$ cat src/rtl/gp_regarb.sv
// Arbitrates single AXI3 transactions from PS7 GP0/GP1 onto a shared 4-word register bank
// (LED, SCRATCH, COUNT, GRANTS) with round-robin priority and one transaction in flight.
module gp_regarb #(
    parameter logic [7:0]  LED_RST     = 8'h00,
    parameter logic [31:0] SCRATCH_RST = 32'h0000_0000
) (
    input  logic        i_clk0,
    input  logic        i_rst,
    input  logic [11:0] i_M_AXI_GP0_AWID,
    input  logic [31:0] i_M_AXI_GP0_AWADDR,
    input  logic [3:0]  i_M_AXI_GP0_AWLEN,
    input  logic        i_M_AXI_GP0_AWVALID,
    output logic        o_M_AXI_GP0_AWREADY,
    input  logic [31:0] i_M_AXI_GP0_WDATA,
    input  logic [3:0]  i_M_AXI_GP0_WSTRB,
    input  logic        i_M_AXI_GP0_WVALID,
    output logic        o_M_AXI_GP0_WREADY,
    output logic [11:0] o_M_AXI_GP0_BID,
    output logic [1:0]  o_M_AXI_GP0_BRESP,
    output logic        o_M_AXI_GP0_BVALID,
    input  logic        i_M_AXI_GP0_BREADY,
    input  logic [11:0] i_M_AXI_GP0_ARID,
    input  logic [31:0] i_M_AXI_GP0_ARADDR,
    input  logic [3:0]  i_M_AXI_GP0_ARLEN,
    input  logic        i_M_AXI_GP0_ARVALID,
    output logic        o_M_AXI_GP0_ARREADY,
    output logic [11:0] o_M_AXI_GP0_RID,
    output logic [31:0] o_M_AXI_GP0_RDATA,
    output logic [1:0]  o_M_AXI_GP0_RRESP,
    output logic        o_M_AXI_GP0_RLAST,
    output logic        o_M_AXI_GP0_RVALID,
    input  logic        i_M_AXI_GP0_RREADY,
    input  logic [11:0] i_M_AXI_GP1_AWID,
    input  logic [31:0] i_M_AXI_GP1_AWADDR,
    input  logic [3:0]  i_M_AXI_GP1_AWLEN,
    input  logic        i_M_AXI_GP1_AWVALID,
    output logic        o_M_AXI_GP1_AWREADY,
    input  logic [31:0] i_M_AXI_GP1_WDATA,
    input  logic [3:0]  i_M_AXI_GP1_WSTRB,
    input  logic        i_M_AXI_GP1_WVALID,
    output logic        o_M_AXI_GP1_WREADY,
    output logic [11:0] o_M_AXI_GP1_BID,
    output logic [1:0]  o_M_AXI_GP1_BRESP,
    output logic        o_M_AXI_GP1_BVALID,
    input  logic        i_M_AXI_GP1_BREADY,
    input  logic [11:0] i_M_AXI_GP1_ARID,
    input  logic [31:0] i_M_AXI_GP1_ARADDR,
    input  logic [3:0]  i_M_AXI_GP1_ARLEN,
    input  logic        i_M_AXI_GP1_ARVALID,
    output logic        o_M_AXI_GP1_ARREADY,
    output logic [11:0] o_M_AXI_GP1_RID,
    output logic [31:0] o_M_AXI_GP1_RDATA,
    output logic [1:0]  o_M_AXI_GP1_RRESP,
    output logic        o_M_AXI_GP1_RLAST,
    output logic        o_M_AXI_GP1_RVALID,
    input  logic        i_M_AXI_GP1_RREADY,
    output logic [7:0]  o_led
);

    typedef enum logic [1:0] {S_IDLE, S_WDATA, S_WRESP, S_RDATA} state_t;

    localparam logic [1:0] RESP_OKAY   = 2'b00;
    localparam logic [1:0] RESP_SLVERR = 2'b10;
    localparam logic [1:0] RESP_DECERR = 2'b11;

    state_t      r_state, w_state_nxt;
    logic [1:0]  r_ptr;
    logic        r_port;
    logic [11:0] r_id;
    logic [3:0]  r_cnt;
    logic [1:0]  r_resp;
    logic        r_widx;
    logic [31:0] r_rdata;
    logic [7:0]  r_led;
    logic [31:0] r_scratch;
    logic [31:0] r_count;
    logic [15:0] r_gnt0, r_gnt1;

    logic [3:0]  w_req;
    logic [1:0]  w_idx, w_win;
    logic        w_win_vld, w_grant;
    logic [11:0] w_id;
    logic [31:0] w_addr;
    logic [3:0]  w_len;
    logic [1:0]  w_resp;
    logic [31:0] w_rval;
    logic [31:0] w_wdata;
    logic [3:0]  w_wstrb;
    logic        w_whs, w_rhs, w_bhs;
    logic        w_unused_addr;

    // Ring order: 0=GP0-W, 1=GP0-R, 2=GP1-W, 3=GP1-R
    assign w_req = {i_M_AXI_GP1_ARVALID, i_M_AXI_GP1_AWVALID,
                    i_M_AXI_GP0_ARVALID, i_M_AXI_GP0_AWVALID};

    always_comb begin
        w_win_vld = 1'b0;
        w_win     = 2'd0;
        w_idx     = r_ptr;
        for (int i = 0; i < 4; i++) begin
            w_idx = r_ptr + 2'(3 - i);
            if (w_req[w_idx]) begin
                w_win_vld = 1'b1;
                w_win     = w_idx;
            end
        end
    end

    assign w_grant = (r_state == S_IDLE) && !i_rst && w_win_vld;

    always_comb begin
        case (w_win)
            2'd0:    begin w_id = i_M_AXI_GP0_AWID; w_addr = i_M_AXI_GP0_AWADDR; w_len = i_M_AXI_GP0_AWLEN; end
            2'd1:    begin w_id = i_M_AXI_GP0_ARID; w_addr = i_M_AXI_GP0_ARADDR; w_len = i_M_AXI_GP0_ARLEN; end
            2'd2:    begin w_id = i_M_AXI_GP1_AWID; w_addr = i_M_AXI_GP1_AWADDR; w_len = i_M_AXI_GP1_AWLEN; end
            default: begin w_id = i_M_AXI_GP1_ARID; w_addr = i_M_AXI_GP1_ARADDR; w_len = i_M_AXI_GP1_ARLEN; end
        endcase
    end

    assign w_unused_addr = ^w_addr[1:0];

    always_comb begin
        if (|w_addr[31:4])
            w_resp = RESP_DECERR;
        else if ((w_len != 4'd0) || (!w_win[0] && w_addr[3]))
            w_resp = RESP_SLVERR;
        else
            w_resp = RESP_OKAY;
    end

    // GRANTS readback already includes the grant being issued this cycle
    always_comb begin
        case (w_addr[3:2])
            2'd0:    w_rval = {24'h0, r_led};
            2'd1:    w_rval = r_scratch;
            2'd2:    w_rval = r_count;
            default: w_rval = {r_gnt1 + 16'(w_win[1]), r_gnt0 + 16'(!w_win[1])};
        endcase
    end

    assign w_wdata = r_port ? i_M_AXI_GP1_WDATA : i_M_AXI_GP0_WDATA;
    assign w_wstrb = r_port ? i_M_AXI_GP1_WSTRB : i_M_AXI_GP0_WSTRB;
    assign w_whs   = (r_state == S_WDATA) && (r_port ? i_M_AXI_GP1_WVALID : i_M_AXI_GP0_WVALID);
    assign w_rhs   = (r_state == S_RDATA) && (r_port ? i_M_AXI_GP1_RREADY : i_M_AXI_GP0_RREADY);
    assign w_bhs   = (r_state == S_WRESP) && (r_port ? i_M_AXI_GP1_BREADY : i_M_AXI_GP0_BREADY);

    always_ff @(posedge i_clk0) begin
        if (i_rst)
            r_state <= S_IDLE;
        else
            r_state <= w_state_nxt;
    end

    always_comb begin
        w_state_nxt = r_state;
        case (r_state)
            S_IDLE:  if (w_grant) w_state_nxt = w_win[0] ? S_RDATA : S_WDATA;
            S_WDATA: if (w_whs && (r_cnt == 4'd0)) w_state_nxt = S_WRESP;
            S_WRESP: if (w_bhs) w_state_nxt = S_IDLE;
            S_RDATA: if (w_rhs && (r_cnt == 4'd0)) w_state_nxt = S_IDLE;
            default: w_state_nxt = S_IDLE;
        endcase
    end

    always_ff @(posedge i_clk0) begin
        if (i_rst) begin
            r_ptr     <= 2'd0;
            r_port    <= 1'b0;
            r_id      <= 12'h0;
            r_cnt     <= 4'd0;
            r_resp    <= RESP_OKAY;
            r_widx    <= 1'b0;
            r_rdata   <= 32'h0;
            r_led     <= LED_RST;
            r_scratch <= SCRATCH_RST;
            r_count   <= 32'h0;
            r_gnt0    <= 16'h0;
            r_gnt1    <= 16'h0;
        end else begin
            r_count <= r_count + 32'd1;
            if (w_grant) begin
                r_ptr   <= w_win + 2'd1;
                r_port  <= w_win[1];
                r_id    <= w_id;
                r_cnt   <= w_len;
                r_resp  <= w_resp;
                r_widx  <= w_addr[2];
                r_rdata <= (w_resp == RESP_OKAY) ? w_rval : 32'h0;
                if (w_win[1])
                    r_gnt1 <= r_gnt1 + 16'd1;
                else
                    r_gnt0 <= r_gnt0 + 16'd1;
            end else if ((w_whs || w_rhs) && (r_cnt != 4'd0)) begin
                r_cnt <= r_cnt - 4'd1;
            end
            // Only the final beat of a clean single-beat write touches the bank
            if (w_whs && (r_cnt == 4'd0) && (r_resp == RESP_OKAY)) begin
                if (!r_widx) begin
                    if (w_wstrb[0]) r_led <= w_wdata[7:0];
                end else begin
                    for (int b = 0; b < 4; b++)
                        if (w_wstrb[b]) r_scratch[8*b +: 8] <= w_wdata[8*b +: 8];
                end
            end
        end
    end

    always_comb begin
        o_M_AXI_GP0_AWREADY = 1'b0;  o_M_AXI_GP1_AWREADY = 1'b0;
        o_M_AXI_GP0_ARREADY = 1'b0;  o_M_AXI_GP1_ARREADY = 1'b0;
        o_M_AXI_GP0_WREADY  = 1'b0;  o_M_AXI_GP1_WREADY  = 1'b0;
        o_M_AXI_GP0_BVALID  = 1'b0;  o_M_AXI_GP1_BVALID  = 1'b0;
        o_M_AXI_GP0_BID     = 12'h0; o_M_AXI_GP1_BID     = 12'h0;
        o_M_AXI_GP0_BRESP   = 2'b00; o_M_AXI_GP1_BRESP   = 2'b00;
        o_M_AXI_GP0_RVALID  = 1'b0;  o_M_AXI_GP1_RVALID  = 1'b0;
        o_M_AXI_GP0_RID     = 12'h0; o_M_AXI_GP1_RID     = 12'h0;
        o_M_AXI_GP0_RDATA   = 32'h0; o_M_AXI_GP1_RDATA   = 32'h0;
        o_M_AXI_GP0_RRESP   = 2'b00; o_M_AXI_GP1_RRESP   = 2'b00;
        o_M_AXI_GP0_RLAST   = 1'b0;  o_M_AXI_GP1_RLAST   = 1'b0;
        o_M_AXI_GP0_AWREADY = w_grant && (w_win == 2'd0);
        o_M_AXI_GP0_ARREADY = w_grant && (w_win == 2'd1);
        o_M_AXI_GP1_AWREADY = w_grant && (w_win == 2'd2);
        o_M_AXI_GP1_ARREADY = w_grant && (w_win == 2'd3);
        if (!i_rst) begin
            case (r_state)
                S_WDATA: begin
                    if (r_port) o_M_AXI_GP1_WREADY = 1'b1;
                    else        o_M_AXI_GP0_WREADY = 1'b1;
                end
                S_WRESP: begin
                    if (r_port) begin
                        o_M_AXI_GP1_BVALID = 1'b1;
                        o_M_AXI_GP1_BID    = r_id;
                        o_M_AXI_GP1_BRESP  = r_resp;
                    end else begin
                        o_M_AXI_GP0_BVALID = 1'b1;
                        o_M_AXI_GP0_BID    = r_id;
                        o_M_AXI_GP0_BRESP  = r_resp;
                    end
                end
                S_RDATA: begin
                    if (r_port) begin
                        o_M_AXI_GP1_RVALID = 1'b1;
                        o_M_AXI_GP1_RID    = r_id;
                        o_M_AXI_GP1_RDATA  = r_rdata;
                        o_M_AXI_GP1_RRESP  = r_resp;
                        o_M_AXI_GP1_RLAST  = (r_cnt == 4'd0);
                    end else begin
                        o_M_AXI_GP0_RVALID = 1'b1;
                        o_M_AXI_GP0_RID    = r_id;
                        o_M_AXI_GP0_RDATA  = r_rdata;
                        o_M_AXI_GP0_RRESP  = r_resp;
                        o_M_AXI_GP0_RLAST  = (r_cnt == 4'd0);
                    end
                end
                default: ;
            endcase
        end
    end

    assign o_led = r_led;

endmodule

$ cat config.mk
export PLATFORM = sky130hd
export DESIGN_NAME = gp_regarb
export DESIGN_NICKNAME = d
export VERILOG_FILES = /design/src/rtl/gp_regarb.sv
export SDC_FILE = /design/constraint.sdc
export NUM_CORES = 1
export LEC_CHECK = 0
export ABC_CLOCK_PERIOD_IN_PS = 4500
export BUFFER_PORTS_ARGS = -buffer_cell sky130_fd_sc_hd__buf_2
export CORE_AREA = 2 2 159 161
export CTS_BUF_LIST = sky130_fd_sc_hd__clkbuf_8
export CTS_CLUSTER_DIAMETER = 200
export DETAILED_ROUTE_END_ITERATION = 10
export DIE_AREA = 0 0 161 163
export PLACE_DENSITY = 0.64
export SYNTH_ARGS = -nofsm -noshare
export SYNTH_HDL_FRONTEND = slang
export SYNTH_SLANG_ARGS = --single-unit
export TNS_END_PERCENT = 30
$ cat constraint.sdc
create_clock -name i_clk0 -period 4.5 [get_ports i_clk0]
set_input_delay 0.675 -clock i_clk0 [delete_from_list [all_inputs] [get_ports i_clk0]]
set_output_delay 0.675 -clock i_clk0 [all_outputs]
set_load 0.02 [all_outputs]
==> results.sh, run 1 <==
export IMPL_final_setup_viol_count=0
export IMPL_cts_resized_gates=0
export IMPL_finClkSkew_ns=0.00920
export IMPL_netlist_top_cells_area="dfxtp_1 34%, and2_1 8.4%, mux2i_1 5.3%"
export IMPL_crit_fanout=25
export IMPL_worstHoldStart="i_rst"
export IMPL_portBuffers=407
export IMPL_wirelength_um=38700
export IMPL_die_area_um2=26200
export IMPL_max_slew_margin=0.194
export IMPL_start_kind="flop"
export IMPL_synth_compound_area_frac=0.151
export IMPL_grt_overflow=0
export IMPL_clkLatencyLatePin_ns=0.46
export IMPL_worst_setup_path_end_kind="primary output"
export IMPL_post_route_period_util=0.782
export IMPL_synth_simple_area_share=0.292
export IMPL_fmax_ghz=0.284
export IMPL_fillers=2461
export IMPL_first_pass_iters=6
export IMPL_reg2reg_depth=11
export IMPL_cp_data_required_time_ns=3.83
export IMPL_p_int_mw=2.83
export IMPL_arrival_ns=2.84
export IMPL_die_width_um=161
export IMPL_clockPowerShare=0.244
export IMPL_worstMarginPinSlew_ns=1.20
export IMPL_syn_inst=1186
export IMPL_htreeDepth=4
export IMPL_ir_drop_mv=0.234
export IMPL_cts_tree="built"
export IMPL_postCtsHoldBufs=0
export IMPL_rsz0062_at_grt="no"
export IMPL_r2r_start="r_ptr[0]$_SDFFE_PP0P_"
export IMPL_synth_fa_ha_area_frac=0.0186
export IMPL_ys_ff_latch=160
export IMPL_synth_avg_cell_area_um2=7.93
export IMPL_start_util=0.381
export IMPL_pin_count=416
export IMPL_drt_iter0_markers=1074
export IMPL_hold_path_endpoint="r_port$_SDFFE_PP0P_"
export IMPL_status="finished, final reports clean"
export IMPL_num_vias=10300
export IMPL_ys_flop_type="dfxtp_1"
export IMPL_cts_setup_buffers=0
export IMPL_total_power_mw=4.78
export IMPL_cts_buffer_depth=2
export IMPL_netlist_area_um2=9410
export IMPL_hold_path_class="input pin to flop"
export IMPL_yosysWarnings=0
export IMPL_multiInputGateArea_um2=5870
export IMPL_post_drt_via_cell_ratio=5.39
export IMPL_yosysSeqAreaShare=0.340
export IMPL_synthArstFlopShare=0
export IMPL_grt_pass1_wl_um=56400
export IMPL_pwr_share_seq=0.368
export IMPL_cts_buffers=17
export IMPL_cellLeakagePower_nw=5.53
export IMPL_cts_root_buffer="clkbuf_8"
export IMPL_grt_max_degree=65
export IMPL_maxCapViolCount=0
export IMPL_wl_per_cell_um=20.3
export IMPL_route_detailed_drc=0
export IMPL_core_um2=24700
export IMPL_antenna_found_initial=10
export IMPL_areaGrowthSynthToFinish_pct=29.7
export IMPL_synth_top_family_by_area="simple AND/OR/NAND/NOR gates"
export IMPL_synth_fp_nets=1476
export IMPL_rows=58
export IMPL_netlist_area_leader_share=0.340
export IMPL_clkTransAtPathRegs_ns=0.09
export IMPL_critPathLaunch="r_state[0]$_SDFFE_PP0P_"
export IMPL_slew_viol_final=0
export IMPL_synth_top_area_cell="dfxtp_1"
export IMPL_min_path_cells=2
export IMPL_p_switching_mw=1.95
export IMPL_synth_edff_count=0
export IMPL_synth_cell_types=59
export IMPL_crit_type="flop to primary output"
export IMPL_regToRegSetupSlack_ns=1.12
export IMPL_regArea_um2=3200
export IMPL_dp_final_hpwl_um=30700
export IMPL_min_period_ns=3.52
export IMPL_cts_sinks=160
export IMPL_r2r_end="r_rdata[16]$_SDFFE_PP0P_"
export IMPL_final_hold_viol_count=0
export IMPL_switching_share=0.408
export IMPL_die_y_um=163
export IMPL_powerDensity_nw_per_um2=392
export IMPL_yosys_area_share_xor_xnor=0.0633
export IMPL_drive_above_1_share=0.327
export IMPL_ant_nets=0
export IMPL_grtUsageTotal=0.286
export IMPL_muxShareOfSynthArea=0.0975
export IMPL_place_congestion=0.917
export IMPL_nets=1846
export IMPL_combPwrFrac=0.388
export IMPL_setup_tns_ns=0
export IMPL_grt_pass1_vias=9208
## metrics by stage
stage	hold slack, ns	area, um2	setup slack (ns)	utilization	cells
floorplan	0.426	9410	0.768	-	1186
global placement	0.449	11800	0.808	0.477	1867
detailed placement	0.455	11800	0.694	0.477	1867
CTS	0.436	12200	1.00	0.494	1897
global route	0.447	12200	0.797	0.494	1903
finish	0.458	12200	0.983	0.495	1906
## cell usage in the layout, fill, tap and decap left out, drive strengths merged, types with 17 or more instances in the layout
master and n:
or3 18, and2 127, a222oi 17, nand2 124
mux2 35, nor3 20, xnor2 31, nor2 114
inv 17, o21ai 82, clkbuf 19, nand4 26
buf 430, nor4 40, mux2i 50, xor2 37
a21oi 75, dfxtp 160, nand3 29
## power by group through the flow
stage,sequential [mW],combinational [mW],clock (mW)
floorplan,1.63,1.23,0
finish,1.76,1.85,1.17
CTS,1.75,1.83,1.18
detailed placement,1.79,1.83,0
global route,1.78,2.01,1.25
global placement,1.78,1.80,0
## final cells by class
| cell class | instances | share of cell area |
|---|---|---|
| multi-input cells | 932 | 0.481 |
| flip-flops and latches | 160 | 0.262 |
| repair buffers | 430 | 0.181 |
| well taps | 330 | 0.0338 |
| clock buffers | 19 | 0.0214 |
| clock inverters | 11 | 0.0134 |
| inverters | 15 | 0.00461 |
| diodes | 9 | 0.00184 |
## Yosys cell counts (all sizes together), types with 5 or more instances
cell / n
mux2: 35
a22oi: 5
a21oi: 75
nor2b: 10
nor2: 114
and2: 127
nand2: 124
a22o: 10
a222oi: 17
buf: 5
nor4: 40
o211ai: 5
and4: 6
clkbuf: 74
ha: 14
inv: 15
nand4: 26
nor3: 20
mux2i: 50
xor2: 37
nand3: 29
or3: 18
dfxtp: 160
o21ai: 82
xnor2: 31
## sequential cells by signal, indices dropped and copies added (netlist names), 2 cells and up
name / cells
o_led: 8
r_gnt0: 16
r_resp: 2
r_id: 12
r_state: 2
r_ptr: 2
r_count: 32
r_rdata: 32
r_gnt1: 16
r_scratch: 32
r_cnt: 4
## logic make-up (layout without fill, tap and decap cells)
group / after synthesis / after routing
and+or+nand+nor: 533 / 533
AOI/OAI and AO/OA: 231 / 231
DFF: 160 / 160
buffers and inverters: 94 / 475
muxes: 86 / 86
xor gates and xnor gates: 68 / 68
adders and majority gates: 14 / 14
other: 0 / 9
## how the worst max path moves through the flow
stage	slack (ns)	depth (start not counted)	to
4_1_cts	1.00	6	o_M_AXI_GP1_RLAST
3_5_place_dp	0.69	12	r_rdata[16]$_SDFFE_PP0P_
5_1_grt	0.80	6	o_M_AXI_GP1_RLAST
6_report	0.98	6	o_M_AXI_GP1_RLAST
2_1_floorplan	0.77	15	r_rdata[3]$_SDFFE_PP0P_
3_3_place_gp	0.81	12	r_rdata[9]$_SDFFE_PP0P_
## worst max-delay path, stage by stage, from the launching register on
cell and delay [ns]:
dfxtp_1 0.54, nor2b_1 0.32, and3_1 0.79, buf_4 0.37
inv_1 0.06, nor2_1 0.11, buf_2 0.18
## per-layer routing
layer  routed length [um]  track usage  vias up
met1                18200        0.416     4854
li1                     -            -     4943
met4                 1170       0.0990        4
met5                   24            0        -
met2                16100        0.417      433
met3                 3220       0.0581       46
(Power assumes the default switching activity.)
==> run 2, diff against run 1 <==
==> config.mk (replaced) <==
export PLATFORM = sky130hd
export DESIGN_NAME = gp_regarb
export DESIGN_NICKNAME = d
export VERILOG_FILES = /design/src/rtl/gp_regarb.sv
export SDC_FILE = /design/constraint.sdc
export NUM_CORES = 1
export LEC_CHECK = 0
export ABC_CLOCK_PERIOD_IN_PS = 3000
export BUFFER_PORTS_ARGS = -buffer_cell sky130_fd_sc_hd__buf_2
export CORE_AREA = 2 2 162 164
export CTS_BUF_LIST = sky130_fd_sc_hd__clkbuf_8
export CTS_CLUSTER_DIAMETER = 200
export DETAILED_ROUTE_END_ITERATION = 10
export DIE_AREA = 0 0 164 166
export PLACE_DENSITY = 0.65
export SYNTH_ARGS = -nofsm -noshare
export SYNTH_HDL_FRONTEND = slang
export SYNTH_SLANG_ARGS = --single-unit
export TNS_END_PERCENT = 30
==> constraint.sdc (replaced) <==
create_clock -name i_clk0 -period 3 [get_ports i_clk0]
set_input_delay 0.45 -clock i_clk0 [delete_from_list [all_inputs] [get_ports i_clk0]]
set_output_delay 0.45 -clock i_clk0 [all_outputs]
set_load 0.02 [all_outputs]
==> run 2 against run 1 <==
  * Setup slack lost 0.90 ns
  * Via count is 3.4% higher
  * Critical path type is now flop to flop
  * Clock power is 47% higher
  * Largest power group unchanged
  * Sequential cell count did not move
  * First-iteration DRC count is 8.2% higher
  * Critical path depth up 5
==> results.sh, run 2 (synthesis gave the netlist of run 1 again) <==
export IMPL_crit_path_cell_trace="a21o_1 -> a21oi_1 -> o21ai_2 -> inv_1 -> ha_4 -> buf_4 -> o21ai_0 -> a41oi_1 -> nor2_1 -> buf_4 -> a32o_1"
export IMPL_post_drt_via_cell_ratio=5.42
export IMPL_cts_root_buffer="clkbuf_8"
export IMPL_cellLeakagePower_nw=5.78
export IMPL_post_route_period_util=0.972
export IMPL_fmax_ghz=0.343
export IMPL_antenna_found_initial=7
export IMPL_reg_top3="r_count x32, r_rdata x32, r_scratch x32"
export IMPL_max_slew_margin=0.323
export IMPL_r2r_end="r_rdata[1]$_SDFFE_PP0P_"
export IMPL_ant_nets=0
export IMPL_grt_max_degree=83
export IMPL_htreeDepth=4
export IMPL_wl_per_cell_um=20.4
export IMPL_first_pass_iters=6
export IMPL_start_util=0.367
export IMPL_worst_path_most_repeated_cell="buf_4"
export IMPL_hold_path_class="input pin to flop"
export IMPL_switching_share=0.412
export IMPL_clockPowerShare=0.223
export IMPL_crit_type="flop to flop"
export IMPL_clkLatencyLatePin_ns=0.46
export IMPL_num_vias=10600
export IMPL_p_switching_mw=3.18
export IMPL_areaGrowthSynthToFinish_pct=34.8
export IMPL_nets=1897
export IMPL_cts_sinks=160
export IMPL_r2r_start="r_ptr[1]$_SDFFE_PP0P_"
export IMPL_route_detailed_drc=0
export IMPL_pin_count=416
export IMPL_crit_end="r_rdata[1]$_SDFFE_PP0P_"
export IMPL_drive_above_1_share=0.355
export IMPL_die_area_um2=27200
export IMPL_cp_data_required_time_ns=3.36
export IMPL_critPathLaunch="r_ptr[1]$_SDFFE_PP0P_"
export IMPL_cts_buffer_depth=2
export IMPL_arrival_ns=3.27
export IMPL_regToRegSetupSlack_ns=0.08
export IMPL_cpPeakStageDelay_ns=0.78
export IMPL_worstMarginPinSlew_ns=1.01
export IMPL_final_setup_viol_count=0
export IMPL_place_congestion=0.917
export IMPL_powerDensity_nw_per_um2=608
export IMPL_pwr_share_seq=0.347
export IMPL_rows=59
export IMPL_worst_hold_slack_ns=0.337
export IMPL_final_cell_mix="406 x buf_2, 158 x dfxtp_1, 127 x and2_1, 121 x nand2_1, 112 x nor2_1"
export IMPL_cts_buffers=17
export IMPL_clkTransAtPathRegs_ns=0.11
export IMPL_dp_final_hpwl_um=31700
export IMPL_worst_setup_path_end_kind="flop"
export IMPL_portBuffers=407
export IMPL_drt_iter0_markers=1162
export IMPL_grt_pass1_wl_um=57400
export IMPL_crit_path_top_delay_cell="a41oi_1"
export IMPL_postCtsHoldBufs=0
export IMPL_die_y_um=166
export IMPL_p_int_mw=4.54
export IMPL_cts_tree="built"
export IMPL_utilization=0.495
export IMPL_die_width_um=164
export IMPL_ir_drop_mv=0.390
export IMPL_combPwrFrac=0.431
export IMPL_finClkSkew_ns=0.0255
export IMPL_total_power_mw=7.71
export IMPL_reg2reg_depth=11
export IMPL_status="finished, final reports clean"
export IMPL_start_kind="flop"
export IMPL_core_um2=25600
export IMPL_final_hold_viol_count=0
export IMPL_maxCapViolCount=0
export IMPL_grt_overflow=0
export IMPL_layout_commonest_cell="buf_2"
export IMPL_wirelength_um=40000
export IMPL_grt_pass1_vias=9654
export IMPL_crit_fanout=11
export IMPL_slew_viol_final=0
export IMPL_min_period_ns=2.92
export IMPL_grtUsageTotal=0.281
run 2: through the flow:
| step | cells | setup slack, ns | instance area, um2 | setup TNS [ns] |
|---|---|---|---|---|
| global route | 1960 | -0.0511 | 12700 | -0.537 |
| detailed placement | 1916 | -0.241 | 12200 | -5.35 |
| CTS | 1948 | 0.0124 | 12600 | 0 |
| finish | 1963 | 0.0835 | 12700 | 0 |
| global placement | 1916 | -0.119 | 12200 | -2.52 |
| floorplan | 1186 | 0.0135 | 9450 | 0 |
run 2: per-layer routing:
metal | global-route usage | routed length (um) | vias up
li1 | - | - | 5054
met1 | 0.410 | 17800 | 5051
met2 | 0.405 | 16900 | 489
met3 | 0.0594 | 4230 | 40
met4 | 0.101 | 1040 | 0
met5 | 0 | 0 | -
run 2: timing repair:
item / CTS / global route
endpoints found under the setup margin: 1 / 34
setup buffers: 0 / 5
pin swaps: 0 / 7
cloned: 0 / 2
gates resized for setup: 1 / 17
run 2: worst min-delay path by stage:
| stage | depth (start not counted) | start | slack [ns] | to |
|---|---|---|---|---|
| detailed placement | 2 | r_rdata[19]$_SDFFE_PP0P_ | 0.46 | r_rdata[19]$_SDFFE_PP0P_ |
| floorplan | 1 | r_count[0]$_SDFF_PP0_ | 0.43 | r_count[0]$_SDFF_PP0_ |
| global route | 2 | i_rst | 0.34 | r_id[7]$_SDFFE_PP0P_ |
| finish | 2 | i_rst | 0.34 | r_gnt0[2]$_SDFFE_PP0P_ |
| CTS | 2 | i_rst | 0.31 | r_gnt0[2]$_SDFFE_PP0P_ |
| global placement | 2 | r_rdata[9]$_SDFFE_PP0P_ | 0.45 | r_rdata[9]$_SDFFE_PP0P_ |
run 2: layout make-up:
class	count	area [um2]
Fill cell	2502	12900
Multi-Input combinational cell	934	5920
Sequential cell	160	3210
Timing Repair Buffer	479	2640
Tap cell	335	419
Clock buffer	20	275
Clock inverter	12	144
Inverter	15	56.3
Antenna cell	8	20.0
run 2: worst max-delay path: cells and delay by family, from the launching register on:
family | cells | cell delay, ns
AO/OA/AOI/OAI | 6 | 1.66
adder cells (fa/ha/maj) | 1 | 0.20
buffers and inverters | 3 | 0.50
flip-flops | 1 | 0.33
AND/OR/NAND/NOR | 1 | 0.11
run 2: power groups by stage:
| stage | clock [mW] | sequential (mW) | combinational, mW |
|---|---|---|---|
| 2_1_floorplan | 0 | 2.45 | 1.87 |
| 3_3_place_gp | 0 | 2.69 | 3.14 |
| 3_5_place_dp | 0 | 2.69 | 3.19 |
| 4_1_cts | 1.73 | 2.64 | 3.20 |
| 5_1_grt | 1.82 | 2.67 | 3.59 |
| 6_report | 1.72 | 2.67 | 3.32 |
